File: config.mk
export PLATFORM = sky130hd
export DESIGN_NAME = alu_issue_ctrl
export DESIGN_NICKNAME = d
export VERILOG_FILES = /design/src/rtl/alu_issue_ctrl.sv
export SDC_FILE = /design/constraint.sdc
export NUM_CORES = 1
export LEC_CHECK = 0
export CAP_MARGIN = 15
export CORE_MARGIN = 2
export CORE_UTILIZATION = 55
export DETAILED_ROUTE_END_ITERATION = 6
export GPL_TIMING_DRIVEN = 0
export PLACE_DENSITY_LB_ADDON = 0.05
export SLEW_MARGIN = 0
export SYNTH_ARGS = -nofsm -noshare
export SYNTH_HDL_FRONTEND = slang
export SYNTH_SLANG_ARGS = --single-unit
File: constraint.sdc
create_clock -name clk -period 6.75 [get_ports clk]
set_input_delay 2.025 -clock clk [delete_from_list [all_inputs] [get_ports clk]]
set_output_delay 2.025 -clock clk [all_outputs]
set_load 0.02 [all_outputs]
File: src/rtl/alu_issue_ctrl.sv
// rtl/alu_issue_ctrl.sv - instruction sequencer for the 8-bit ALU
// Reads two operands from an 8x8 register file, runs the ALU for one cycle and writes the result back.
module alu_issue_ctrl #(
  parameter logic [3:0] MUL_CMD = 4'b0100,
  parameter logic [3:0] DIV_CMD = 4'b0101
) (
  input  logic        clk,
  input  logic        rst,
  input  logic        instr_valid,
  output logic        instr_ready,
  input  logic [12:0] instr,
  input  logic        ld_valid,
  input  logic [2:0]  ld_addr,
  input  logic [7:0]  ld_data,
  output logic [7:0]  alu_a,
  output logic [7:0]  alu_b,
  output logic [3:0]  alu_cmd,
  output logic        alu_oe,
  input  logic [15:0] alu_y,
  output logic        done,
  output logic        err,
  output logic        busy,
  input  logic [2:0]  dbg_addr,
  output logic [7:0]  dbg_data
);

  localparam logic [1:0] S_IDLE = 2'd0;
  localparam logic [1:0] S_READ = 2'd1;
  localparam logic [1:0] S_EXEC = 2'd2;
  localparam logic [1:0] S_WB   = 2'd3;

  logic [1:0]  state;
  logic [3:0]  cmd_q;
  logic [2:0]  rd_q;
  logic [2:0]  ra_q;
  logic [2:0]  rb_q;
  logic        dz_q;
  logic [15:0] res_q;
  logic [7:0]  regs [8];
  logic [2:0]  rd_hi;
  logic        accept;
  logic        ld_en;

  assign instr_ready = (state == S_IDLE) && !rst;
  assign alu_oe      = (state == S_EXEC);
  assign busy        = (state != S_IDLE);
  assign dbg_data    = regs[dbg_addr];
  assign accept      = instr_valid && instr_ready;
  assign ld_en       = ld_valid && (state == S_IDLE) && !rst;
  // High byte of a multiply lands in the next register, wrapping r7 -> r0.
  assign rd_hi       = rd_q + 3'd1;

  always_ff @(posedge clk) begin
    if (rst) begin
      state   <= S_IDLE;
      cmd_q   <= 4'd0;
      rd_q    <= 3'd0;
      ra_q    <= 3'd0;
      rb_q    <= 3'd0;
      dz_q    <= 1'b0;
      res_q   <= 16'd0;
      alu_a   <= 8'd0;
      alu_b   <= 8'd0;
      alu_cmd <= 4'd0;
      done    <= 1'b0;
      err     <= 1'b0;
      for (int i = 0; i < 8; i++) regs[i] <= 8'd0;
    end else begin
      done <= 1'b0;
      err  <= 1'b0;
      case (state)
        S_IDLE: begin
          if (ld_en) regs[ld_addr] <= ld_data;
          if (accept) begin
            cmd_q <= instr[12:9];
            rd_q  <= instr[8:6];
            ra_q  <= instr[5:3];
            rb_q  <= instr[2:0];
            state <= S_READ;
          end
        end
        S_READ: begin
          // A same-edge load has already committed, so these reads see it.
          alu_a   <= regs[ra_q];
          alu_b   <= regs[rb_q];
          alu_cmd <= cmd_q;
          dz_q    <= (cmd_q == DIV_CMD) && (regs[rb_q] == 8'd0);
          state   <= S_EXEC;
        end
        S_EXEC: begin
          res_q <= alu_y;
          state <= S_WB;
        end
        default: begin
          if (!dz_q) begin
            regs[rd_q] <= res_q[7:0];
            if (cmd_q == MUL_CMD) regs[rd_hi] <= res_q[15:8];
          end
          done  <= 1'b1;
          err   <= dz_q;
          state <= S_IDLE;
        end
      endcase
    end
  end

endmodule

# --- Word-level counts from Yosys, hierarchy flattened ---
# Memories as Yosys holds them, arrays and structs flattened. A register that Yosys moved wholly into a read port is not among the register bits.
# Index checks and enable logic that the tools add are counted.
classes:
  bitwise: 0
  n_lt_le_gt_ge: 0
  div_mod_pow: 0
  n_eq_ne: 5
  addsub: 1
  mul: 0
  n_mux: 29
  n_reduce_logical: 15
  shift: 0
op_table:
  columns: ["op", "count"]
  rows:
  - ["two-way mux 8 bit", 3]
  - ["OR reduction 8 bit", 3]
  - ["two-way mux 1 bit", 19]
  - ["two-way mux 3 bit", 5]
  - ["== test 4 x 3 -> 1 bit, second input constant", 2]
  - ["logical NOT 8 bit", 1]
  - ["case mux 2 bit (3 select lines)", 1]
  - ["logical AND 1 bit", 5]
  - ["OR reduction 4 bit", 1]
  - ["adder 3 x 1 -> 3 bit, second input constant", 1]
  - ["OR reduction 3 bit", 1]
  - ["== test 2 x 1 -> 1 bit, second input constant", 1]
  - ["== test 2 bit, second input constant", 1]
  - ["logical NOT 2 bit", 1]
  - ["two-way mux 2 bit", 1]
  - ["!= test 2 bit, second input constant", 1]
  - ["AND reduction 2 bit", 1]
  - ["nonzero test 2 bit", 1]
  - ["logical NOT 1 bit", 1]
totals:
  ff_bits: 46
  inputBits: 47
  elab_cells: 62
  ramBits: 64
  latch_bits: 0
  output_inout_bits: 33
  memories: 1
  romBits: 0
mem_list:
  columns: ["memory", "depth", "width", "read_ports", "rd_ports_with_merged_regs", "write_ports", "line", "source"]
  rows:
  - ["regs", 8, 8, 3, 2, 8, "39", "logic [7:0] regs [8];"]

# --- Depth between registers and ports, before layout ---
# Gate-level depths: netlist (run 1).
depth:
  ltp_word: 10
  mapped_depth: 8

# --- Least setup slack after synthesis (run 1) ---
# Ideal clock, no wire load.
synth_timing:
  path_type: "input-to-output"
  startpoint: "input port dbg_addr[0]"
  endpoint: "output port dbg_data[0]"
  setup_slack_ns: 1.335
  stages: 4
  n_path_buf: 2
  arrival_time_ns: 3.390
  cell_sequence: "buf_2 -> buf_2 -> mux4_2 -> mux2_2"
synth_between:
  elab_chain_len: 1
synth_rtl:
  columns: ["item", "line", "source"]
  rows:
  - ["start: declaration", "23", "input logic [2:0] dbg_addr,"]
  - ["memory read (8 x 8 bit)", null, null]
  - ["end: declaration", "24", "output logic [7:0] dbg_data"]
# Every way passes these cells.

# --- Worst setup path in the final report (run 1) ---
layout_timing:
  startpoint: "input port dbg_addr[1]"
  endpoint: "output port dbg_data[1]"
# Same word-level chain as after synthesis.

==> results.cfg, run 1 <==
[detailed_routing]
drt_iter0_drc = 567
via_count = 4784
routed_wl_mm = 16.8
vias_per_cell = 6.35
drt.antenna.violating_nets = 0
detail_route.wl_per_cell_um = 22.3
drc = 0
first_pass_iters = 5

[synthesis]
synthesis.nets = 557
synth_compound_area_share_pct = 12.4
post_synth_and_or_nand_nor_area_fraction_pct = 10.3
yosys_warnings = 0
synthesis.area_per_instance_um2 = 12.9
synth_seq_cells = 121
post_synth_xor_xnor_area_pct = 0.269
synth.mux.area_fraction_pct = 25.6
async_flop_share_pct = 0
synth.top_cells.by_area = sky130_fd_sc_hd__edfxtp_1 29%, sky130_fd_sc_hd__dfxtp_1 18%, sky130_fd_sc_hd__mux4_2 14%, sky130_fd_sc_hd__a22o_1 8.6%, sky130_fd_sc_hd__mux2i_1 7.1%
synth_top_cell_area_share_pct = 29.5
synthesized_instance_count = 505
synthesis.area_um2 = 6520
ys.flop_type = sky130_fd_sc_hd__edfxtp_1
dominant_combinational_cell_family_by_area_after_synthesis = multiplexers
synth_top_area_cell = sky130_fd_sc_hd__edfxtp_1
synth_commonest_cells = 64 x sky130_fd_sc_hd__a22o_1, 64 x sky130_fd_sc_hd__edfxtp_1, 57 x sky130_fd_sc_hd__dfxtp_1, 57 x sky130_fd_sc_hd__nor2_1, 46 x sky130_fd_sc_hd__mux2i_1
synth.yosys.seq_area_share_pct = 47.0
synth_edf_count = 64
ys_types = 48
post_synth_fa_ha_maj_area_fraction_pct = 0.960

[timing]
fin_max_slew_vios = 0
timing.final.crit_period_ps = 6180
max_freq_mhz = 162
slew_headroom_pct = 46.7
worst_hold_slack_ps = 484
setup_viols_final = 0
setup-tns-final_ps = 0
rsz_0062_raised_after_global_routing = false
tightestPinTransition_ps = 794
final_min_period_over_clock_period_pct = 91.5
worst_clock_skew_ps = 14.6
finalHoldViolCount = 0

[worst_setup_path]
critPathMaxStageDelay_ps = 560
cp_data_arrival_time_ps = 4150
cp.required_ps = 4720
reg2reg_from = state[0]$_SDFFE_PP0P_
worst_setup_startpoint = dbg_addr[1]
cp-end-kind = output pin
worst_path_max_delay_cell = sky130_fd_sc_hd__clkbuf_1
timing.setup.critical_path_class = input port to output pin
worstPathCellList = buf_1 > clkbuf_1 > mux4_2 > mux2_2 > clkdlybuf4s50_1
cp-start-kind = input port
worst-path-max-fanout = 10

[global_routing]
global_route.usage.met1_pct = 37.0
gr-usage-met2_pct = 45.1
grt_max_degree = 17
grt_use_met3_pct = 8.25
via_count_of_the_first_global_routing_pass = 4933
grt_remaining_overflow = 0
grt_pass1_wl_mm = 27.0
grt_antenna_before_repair = 0
grt_use_total_pct = 28.2
peak_usage_layer_in_the_global_routing_report = met2

[clock_network]
clkLatencyLatePin_ps = 430
cts_hold_buf = 0
clock_sink_count = 121
clockRootBuffer = sky130_fd_sc_hd__clkbuf_16
tritoncts_buffers = 17
path_clk_slew_ps = 50
cts_tree = built
clockBufferDepth = 2
count_of_cells_resized_by_post_cts_repair = 0
cts.htree.levels = 4
setup_repair_bufs_after_cts = 0

[worst_hold_path]
hold_start = rb_q[1]$_SDFFE_PP0N_
hp-class = flop to flop

[placement]
port_buffers = 75
dp.final_hpwl_mm = 13.0
place_congestion = 0.896

[pwr]
swShare_pct = 31.6
vdd.ir_drop.worst_mv = 0.252
p_seq_share_pct = 35.9
power.static_leakage_nw = 2.88
total_power_mw = 2.73
p_clk_share_pct = 32.3
power.internal_mw = 1.87
pwr_density_cell_nw_per_um2 = 341
power_switching_mw = 0.863
p_comb_share_pct = 31.7

[floorplanning]
placement_rows = 39
core_region_area_um2 = 11500
fp.dieH_um = 113
initial_core_util_pct = 56.8
io_pins = 80
fp.dieW_um = 113
dieArea_um2 = 12700

[final_layout]
fill_cells = 833
syn_to_layout_area_delta_pct = 22.9
antenna_cells = 0
finalNetCount = 651
share_of_layout_cells_above_drive_strength_1_pct = 17.4
multiInputGateArea_um2 = 3230
seqCellArea_um2 = 3060

[run_status]
status = complete, no violations

[job]
cap_violations = 0
==> final timing paths <==
path | cells past startpoint | slack (ps) | to
min reg2reg | 2 | 480 | rb_q[1]$_SDFFE_PP0N_
max reg2reg | 6 | 4050 | regs[7][5]$_DFFE_PP_
min | 2 | 480 | rb_q[1]$_SDFFE_PP0N_
max | 5 | 570 | dbg_data[1]
==> kinds of logic after synthesis <==
| logic type | count (synthesis) |
|---|---|
| xor+xnor | 2 |
| compound gates | 95 |
| simple gates | 131 |
| fa+ha+maj | 5 |
| flops | 121 |
| mux | 103 |
| buf+inv | 48 |
==> area by class of cell <==
type                    count  share of cell area [%]
clock buffers              18                    5.36
inverters                   3                   0.141
well taps                 143                    2.23
repair buffers             75                    9.37
multi-input cells         336                    40.3
clock inverters            12                    1.67
flip-flops and latches    121                    38.2
plain buffers              45                    2.69
==> cells in the final DEF, fill, tap and decap left out, types with 3 or more instances in the layout <==
cell / netlist / layout
sky130_fd_sc_hd__a211o_1: 8 / 8
sky130_fd_sc_hd__a211oi_1: 16 / 16
sky130_fd_sc_hd__a22o_1: 64 / 64
sky130_fd_sc_hd__buf_1: 4 / 4
sky130_fd_sc_hd__buf_2: 10 / 10
sky130_fd_sc_hd__buf_6: 3 / 3
sky130_fd_sc_hd__bufinv_16: 0 / 3
sky130_fd_sc_hd__clkbuf_1: 25 / 26
sky130_fd_sc_hd__clkbuf_16: 0 / 17
sky130_fd_sc_hd__clkdlybuf4s50_1: 0 / 75
sky130_fd_sc_hd__clkinv_1: 0 / 3
sky130_fd_sc_hd__clkinv_2: 0 / 5
sky130_fd_sc_hd__dfxtp_1: 57 / 57
sky130_fd_sc_hd__edfxtp_1: 64 / 64
sky130_fd_sc_hd__ha_1: 5 / 5
sky130_fd_sc_hd__inv_1: 3 / 3
sky130_fd_sc_hd__mux2_2: 9 / 9
sky130_fd_sc_hd__mux2i_1: 46 / 46
sky130_fd_sc_hd__mux4_1: 7 / 7
sky130_fd_sc_hd__mux4_2: 41 / 41
sky130_fd_sc_hd__nand2_1: 34 / 34
sky130_fd_sc_hd__nand2b_1: 4 / 4
sky130_fd_sc_hd__nand3_1: 3 / 3
sky130_fd_sc_hd__nand3b_1: 12 / 12
sky130_fd_sc_hd__nor2_1: 57 / 57
==> critical path: cells and delay by family <==
family,cells,cell delay (ps)
buffers and inverters,3,1410
multiplexers,2,720
==> power by group through the flow <==
stage	clock network, mW	logic, mW	registers, mW
final	0.884	0.867	0.982
after global routing	0.924	0.937	1.00
after CTS	0.890	0.870	0.981
after detailed placement	0	0.867	0.996
after global placement	0	0.846	0.987
after floorplan	0	0.537	1.03
==> per-layer routing <==
layer  vias to the layer above  part of all wire (%)
li1                       2168                     -
met1                      2337                    40
met2                       249                    49
met3                        30                    10
met4                         0                   1.8
met5                         -                     0
==> registers in the layout, indices dropped and copies added (netlist names), named ones only <==
| register | flops |
|---|---|
| regs | 64 |
| rb_q | 3 |
| res_q | 16 |
| alu_a | 8 |
| alu_cmd | 4 |
| ra_q | 3 |
| cmd_q | 4 |
| done | 1 |
| state | 2 |
| alu_b | 8 |
| err | 1 |
| rd_q | 3 |
| dz_q | 1 |
==> through the flow <==
stage                     instances  area (µm²)  utilization, %  worst slack, ps
after CTS                       753        8010            69.9              567
after global placement          723        7450            64.9              611
after global routing            753        8010            69.9              464
after detailed placement        723        7450            64.9              586
after floorplan                 505        6520               -             1340
final                           753        8010            69.9              572
Note: power is estimated with default switching activity, not from simulation.
==> run 2: changes to the inputs <==
--- a/config.mk
+++ b/config.mk
@@ -8,9 +8,12 @@
 export CAP_MARGIN = 15
 export CORE_MARGIN = 2
 export CORE_UTILIZATION = 55
+export CTS_BUF_LIST = sky130_fd_sc_hd__clkbuf_8
 export DETAILED_ROUTE_END_ITERATION = 6
+export GPL_ROUTABILITY_DRIVEN = 0
 export GPL_TIMING_DRIVEN = 0
 export PLACE_DENSITY_LB_ADDON = 0.05
+export SKIP_CTS_REPAIR_TIMING = 1
 export SLEW_MARGIN = 0
 export SYNTH_ARGS = -nofsm -noshare
 export SYNTH_HDL_FRONTEND = slang
==> run 2 against run 1 <==
Against the previous run: wire length fell by 0.52%; clock power fell by 28%; final cell count did not move; first-iteration DRC count fell by 1.8%; register-to-register slack improved by 30 ps; sequential power barely moved; combinational power barely moved; die area did not move; maximum frequency fell by 0.24%; utilization fell by 1.7 points; largest cell class unchanged.
==> results.cfg, run 2 (same netlist as run 1, synthesis figures left out) <==
[worst_setup_path]
worst_setup_startpoint = dbg_addr[1]
critical_path.reg2reg.endpoint = regs[3][6]$_DFFE_PP_
cp-start-kind = input port
worst-path-max-fanout = 10
cp.buffers_inverters = 3
timing.setup.critical_path_class = input port to output pin
setup_slack_of_the_worst_register_to_register_path_ps = 4080
timing.reg2reg.worst_path_depth = 6
setup.worst_path.end = dbg_data[1]
cp_data_arrival_time_ps = 4170
crit_cells = 5
critPathMaxStageDelay_ps = 570
cp-end-kind = output pin
worstPathCellList = buf_1 > clkbuf_1 > mux4_2 > mux2_2 > clkdlybuf4s50_1
cp.required_ps = 4720
reg2reg_from = state[0]$_SDFFE_PP0P_
worst_path_max_delay_cell = sky130_fd_sc_hd__clkbuf_1
top_delay_family_on_crit_path = buffers and inverters

[final_layout]
largest_registers = regs x64, res_q x16
antenna_cells = 0
layout.cells.most_common_list = 75 x sky130_fd_sc_hd__clkdlybuf4s50_1, 64 x sky130_fd_sc_hd__a22o_1, 64 x sky130_fd_sc_hd__edfxtp_1
largest_register_ff_count = 64
most_common_cell_after_layout_fill_and_taps_aside = sky130_fd_sc_hd__clkdlybuf4s50_1
finalNetCount = 651
layoutNonFillerInstCount = 753
share_of_layout_cells_above_drive_strength_1_pct = 17.4
registers.top_by_ff_count = regs
syn_to_layout_area_delta_pct = 20.0

[placement]
placed_cells_incl_taps = 723
dp.final_hpwl_mm = 13.0
port_buffers = 75

[floorplanning]
io_pins = 80
initial_core_util_pct = 56.8
dieArea_um2 = 12700
fp.dieH_um = 113
placement_rows = 39
core_region_area_um2 = 11500
fp.dieW_um = 113

[timing]
timing.final.crit_period_ps = 6190
fin_max_slew_vios = 0
max_freq_mhz = 161
finalHoldViolCount = 0
rsz_0062_raised_after_global_routing = false
setup-tns-final_ps = 0
worst_clock_skew_ps = 11.8
final_min_period_over_clock_period_pct = 91.7
setup_viols_final = 0
tightestPinTransition_ps = 819
slew_headroom_pct = 45.4

[global_routing]
grt_remaining_overflow = 0
grt_max_degree = 17
grt_pass1_wl_mm = 26.8
grt_antenna_before_repair = 0
via_count_of_the_first_global_routing_pass = 4835
grt_use_total_pct = 27.8

[pwr]
pwr_density_cell_nw_per_um2 = 318
power.static_leakage_nw = 2.80
vdd.ir_drop.worst_mv = 0.247

[job]
cap_violations = 0

[run_status]
status = complete, no violations

[clock_network]
tritoncts_buffers = 17
clockBufferDepth = 2
clockRootBuffer = sky130_fd_sc_hd__clkbuf_8
path_clk_slew_ps = 60
cts.htree.levels = 4
clkLatencyLatePin_ps = 450
clock_sink_count = 121
cts_tree = built

[detailed_routing]
vias_per_cell = 6.37
drt.antenna.violating_nets = 0
via_count = 4798
routed_wl_mm = 16.7
drc = 0
first_pass_iters = 6
detail_route.wl_per_cell_um = 22.2
drt_iter0_drc = 557

[worst_hold_path]
hp-class = flop to flop
-- run 2: worst register-to-register path, stage by stage (launching register included) --
cell	delay, ps
sky130_fd_sc_hd__dfxtp_1	390
sky130_fd_sc_hd__ha_1	210
sky130_fd_sc_hd__nor3b_2	360
sky130_fd_sc_hd__and2b_1	230
sky130_fd_sc_hd__nand2_1	130
sky130_fd_sc_hd__nor2_1	590
sky130_fd_sc_hd__a211o_1	430
-- run 2: area by class of cell --
class | instances | area (µm²)
fill | 862 | 3650
multi-input combinational | 336 | 3230
sequential | 121 | 3060
timing repair buffer | 75 | 751
clock buffer | 17 | 234
buffer | 45 | 215
tap | 143 | 179
clock inverter | 13 | 138
inverter | 3 | 11.3
-- run 2: worst min-delay path by stage --
| stage | slack, ps | cells after the start | to | from |
|---|---|---|---|---|
| 6_report | 490 | 2 | rb_q[1]$_SDFFE_PP0N_ | rb_q[1]$_SDFFE_PP0N_ |
| 5_1_grt | 510 | 2 | alu_a[2]$_SDFFE_PP0P_ | alu_a[2]$_SDFFE_PP0P_ |
| 4_1_cts | 480 | 2 | rb_q[1]$_SDFFE_PP0N_ | rb_q[1]$_SDFFE_PP0N_ |
| 3_5_place_dp | 470 | 2 | rb_q[1]$_SDFFE_PP0N_ | rb_q[1]$_SDFFE_PP0N_ |
| 3_3_place_gp | 460 | 2 | rb_q[0]$_SDFFE_PP0N_ | rb_q[0]$_SDFFE_PP0N_ |
| 2_1_floorplan | 450 | 2 | flop | rb_q[0]$_SDFFE_PP0N_ |
-- run 2: layer usage --
layer / global-route usage [%] / up-vias / routed length [µm]
met5: 0 / - / 0
met4: 9.19 / 0 / 268
met3: 7.02 / 24 / 1580
met2: 45.0 / 280 / 8090
met1: 37.2 / 2327 / 6750
li1: - / 2167 / -
-- run 2: metrics by stage --
| step | hold slack [ps] | total power [mW] | cell area, µm² | util [%] | setup WS (ps) |
|---|---|---|---|---|---|
| 6_report | 486 | 2.49 | 7820 | 68.2 | 557 |
| 5_1_grt | 510 | 2.61 | 7820 | 68.2 | 461 |
| 4_1_cts | 483 | 2.49 | 7820 | 68.2 | 575 |
| 3_5_place_dp | 471 | 1.86 | 7450 | 64.9 | 586 |
| 3_3_place_gp | 463 | 1.83 | 7450 | 64.9 | 611 |
| 2_1_floorplan | 449 | 1.56 | 6520 | - | 1340 |
-- run 2: power by group --
part / switching, mW / total [mW] / internal [mW] / leakage [nW]
clock network: 0.288 / 0.639 / 0.351 / 0.194
registers: 0.0810 / 0.981 / 0.900 / 1.13
logic: 0.464 / 0.867 / 0.402 / 1.48
==> patch (flow settings as in run 2) <==
Put a register stage on the output `dbg_data`, cleared by the reset. The value now appears one clock later. The other outputs are not delayed to match.
--- a/src/rtl/alu_issue_ctrl.sv
+++ b/src/rtl/alu_issue_ctrl.sv
@@ -46,3 +46,9 @@
   assign busy        = (state != S_IDLE);
-  assign dbg_data    = regs[dbg_addr];
+  always_ff @(posedge clk) begin
+    if (rst) begin
+      dbg_data <= '0;
+    end else begin
+      dbg_data <= regs[dbg_addr];
+    end
+  end
   assign accept      = instr_valid && instr_ready;
Behaviour: not the same (a bounded check fails within 4 cycles, from zero or initial values and one cycle with rst high).
==> patch against run 2 <==
First-iteration DRC count shrank 6.3%; design area up 1.7%; fmax grew 21%; count of clock-buffer cells in the layout unchanged; total power is 0.41% lower; global-route usage shrank 0.67 points; worst setup slack better by 1.1 ns; sequential power increased by 5%; area after synthesis rose by 2.5%; non-clock buffer count is 3 higher; worst hold slack got worse by 0.0045 ns; routed wire length grew 0.10%; sequential cell count up 8.
==> patch: results (changes against run 2) <==
INFO  metric outcome = completed (unchanged)
INFO  metric cellLeakagePower = 2.84 nW (was 2.80 nW)
INFO  metric wirelength = 16.7 mm (about the same)
INFO  metric detailed_place_hpwl = 12.9 mm (was 13.0 mm)
INFO  metric tritoncts_clock_tree = done (unchanged)
INFO  metric detailedRoute.firstIterationViolations = 522 (was 557)
INFO  metric num-fill-cells = 956 (was 862)
INFO  metric synth_async_sr_flop_share = 0% (unchanged)
INFO  metric nNetsFinal = 671 (was 651)
INFO  metric mean_syn_cell_area = 12.7 um^2 (was 12.9 um^2)
INFO  metric grt_first_pass_wirelength = 26.2 mm (was 26.8 mm)
INFO  metric crit_arrival = 3.10 ns (was 4.17 ns)
INFO  metric first_global_vias = 4879 (was 4835)
INFO  metric vias_per_cell = 6.22 (was 6.37)
INFO  metric ys.flop_type = sky130_fd_sc_hd__dfxtp_1 (was sky130_fd_sc_hd__edfxtp_1)
INFO  metric ys_seq_area_share = 48.3% (was 47.0%)
INFO  metric share_of_layout_cells_above_drive_strength_1 = 16.9% (was 17.4%)
INFO  metric final.setup_skew = 0.0111 ns (was 0.0118 ns)
INFO  metric synth_cell_types = 43 (was 48)
INFO  metric port_buffers = 75 (unchanged)
INFO  metric worst_pin_slew = 0.767 ns (was 0.819 ns)
INFO  metric cp_max_fo = 8 (was 10)
INFO  metric grtUsageTotal = 27.2% (was 27.8%)
INFO  metric htreeDepth = 4 (unchanged)
INFO  metric layoutNonFillerInstCount = 779 (was 753)
INFO  metric cts.root.buffer_cell = sky130_fd_sc_hd__clkbuf_8 (unchanged)
INFO  metric vdd_drop_max = 0.153 mV (was 0.247 mV)
INFO  metric yosys-top-cells-count = sky130_fd_sc_hd__a22o_1, sky130_fd_sc_hd__dfxtp_1, sky130_fd_sc_hd__edfxtp_1, sky130_fd_sc_hd__nor2_1, sky130_fd_sc_hd__mux2i_1 (was sky130_fd_sc_hd__a22o_1, sky130_fd_sc_hd__edfxtp_1, sky130_fd_sc_hd__dfxtp_1, sky130_fd_sc_hd__nor2_1, sky130_fd_sc_hd__mux2i_1)
INFO  metric placed_cells_incl_taps = 747 (was 723)
INFO  metric cts_made_buffers = 17 (unchanged)
INFO  metric hold_viol = 0 (unchanged)
INFO  metric synth.area.top_cells = sky130_fd_sc_hd__edfxtp_1, sky130_fd_sc_hd__dfxtp_1, sky130_fd_sc_hd__mux4_2 (unchanged)
INFO  metric syn_nets = 577 (was 557)
patch: through the flow:
step                      area (um^2)  util (%)  power, mW  setup WS (ns)
after CTS                        7950      66.8       2.48           1.65
after floorplan                  6680         -       1.61           2.27
after detailed placement         7610      63.9       1.91           1.65
after global routing             7950      66.8       2.59           1.60
final                            7950      66.8       2.48           1.63
after global placement           7610      63.9       1.88           1.67
patch: cell families after synthesis:
| logic type | share of synthesized area (%) |
|---|---|
| buf+inv | 3.39 |
| fa+ha+maj | 0.937 |
| simple gates | 10.7 |
| compound gates | 12.2 |
| mux | 24.3 |
| xor+xnor | 0.262 |
| flops | 48.3 |
patch: worst max-delay path, stage by stage:
cell                              delay [ns]
sky130_fd_sc_hd__buf_2                  0.17
sky130_fd_sc_hd__nor2b_2                0.25
sky130_fd_sc_hd__clkdlybuf4s50_1        0.65
patch: per-layer routing:
layer	share of wire (%)	GRT usage [%]	up-vias
met3	8.4	6.67	54
li1	-	-	2223
met5	0	0	-
met1	42	35.1	2309
met2	46	43.0	259
met4	3.6	13.7	0
patch: layout make-up:
cell class	count	area, um^2	area share, %
Inverter	3	11.3	0.142
Buffer	48	215	2.71
Tap cell	147	184	2.31
Clock buffer	17	234	2.94
Sequential cell	129	3220	40.5
Multi-Input combinational cell	345	3230	40.6
Timing Repair Buffer	75	751	9.44
Clock inverter	15	105	1.32
patch: path summary, 6_finish.rpt:
check	from	endpoint	slack [ns]	cells after the start
worst max-delay path	rst	instr_ready	1.63	3
worst min register to register	rb_q[0]	register	0.48	2
worst min-delay path	rb_q[0]	register	0.48	2
worst max register to register	state[1]	regs[5][3]	3.98	5
patch: where the power goes:
part | internal [mW] | switching (mW)
combinational | 0.392 | 0.469
clock | 0.279 | 0.304
sequential | 0.951 | 0.0814
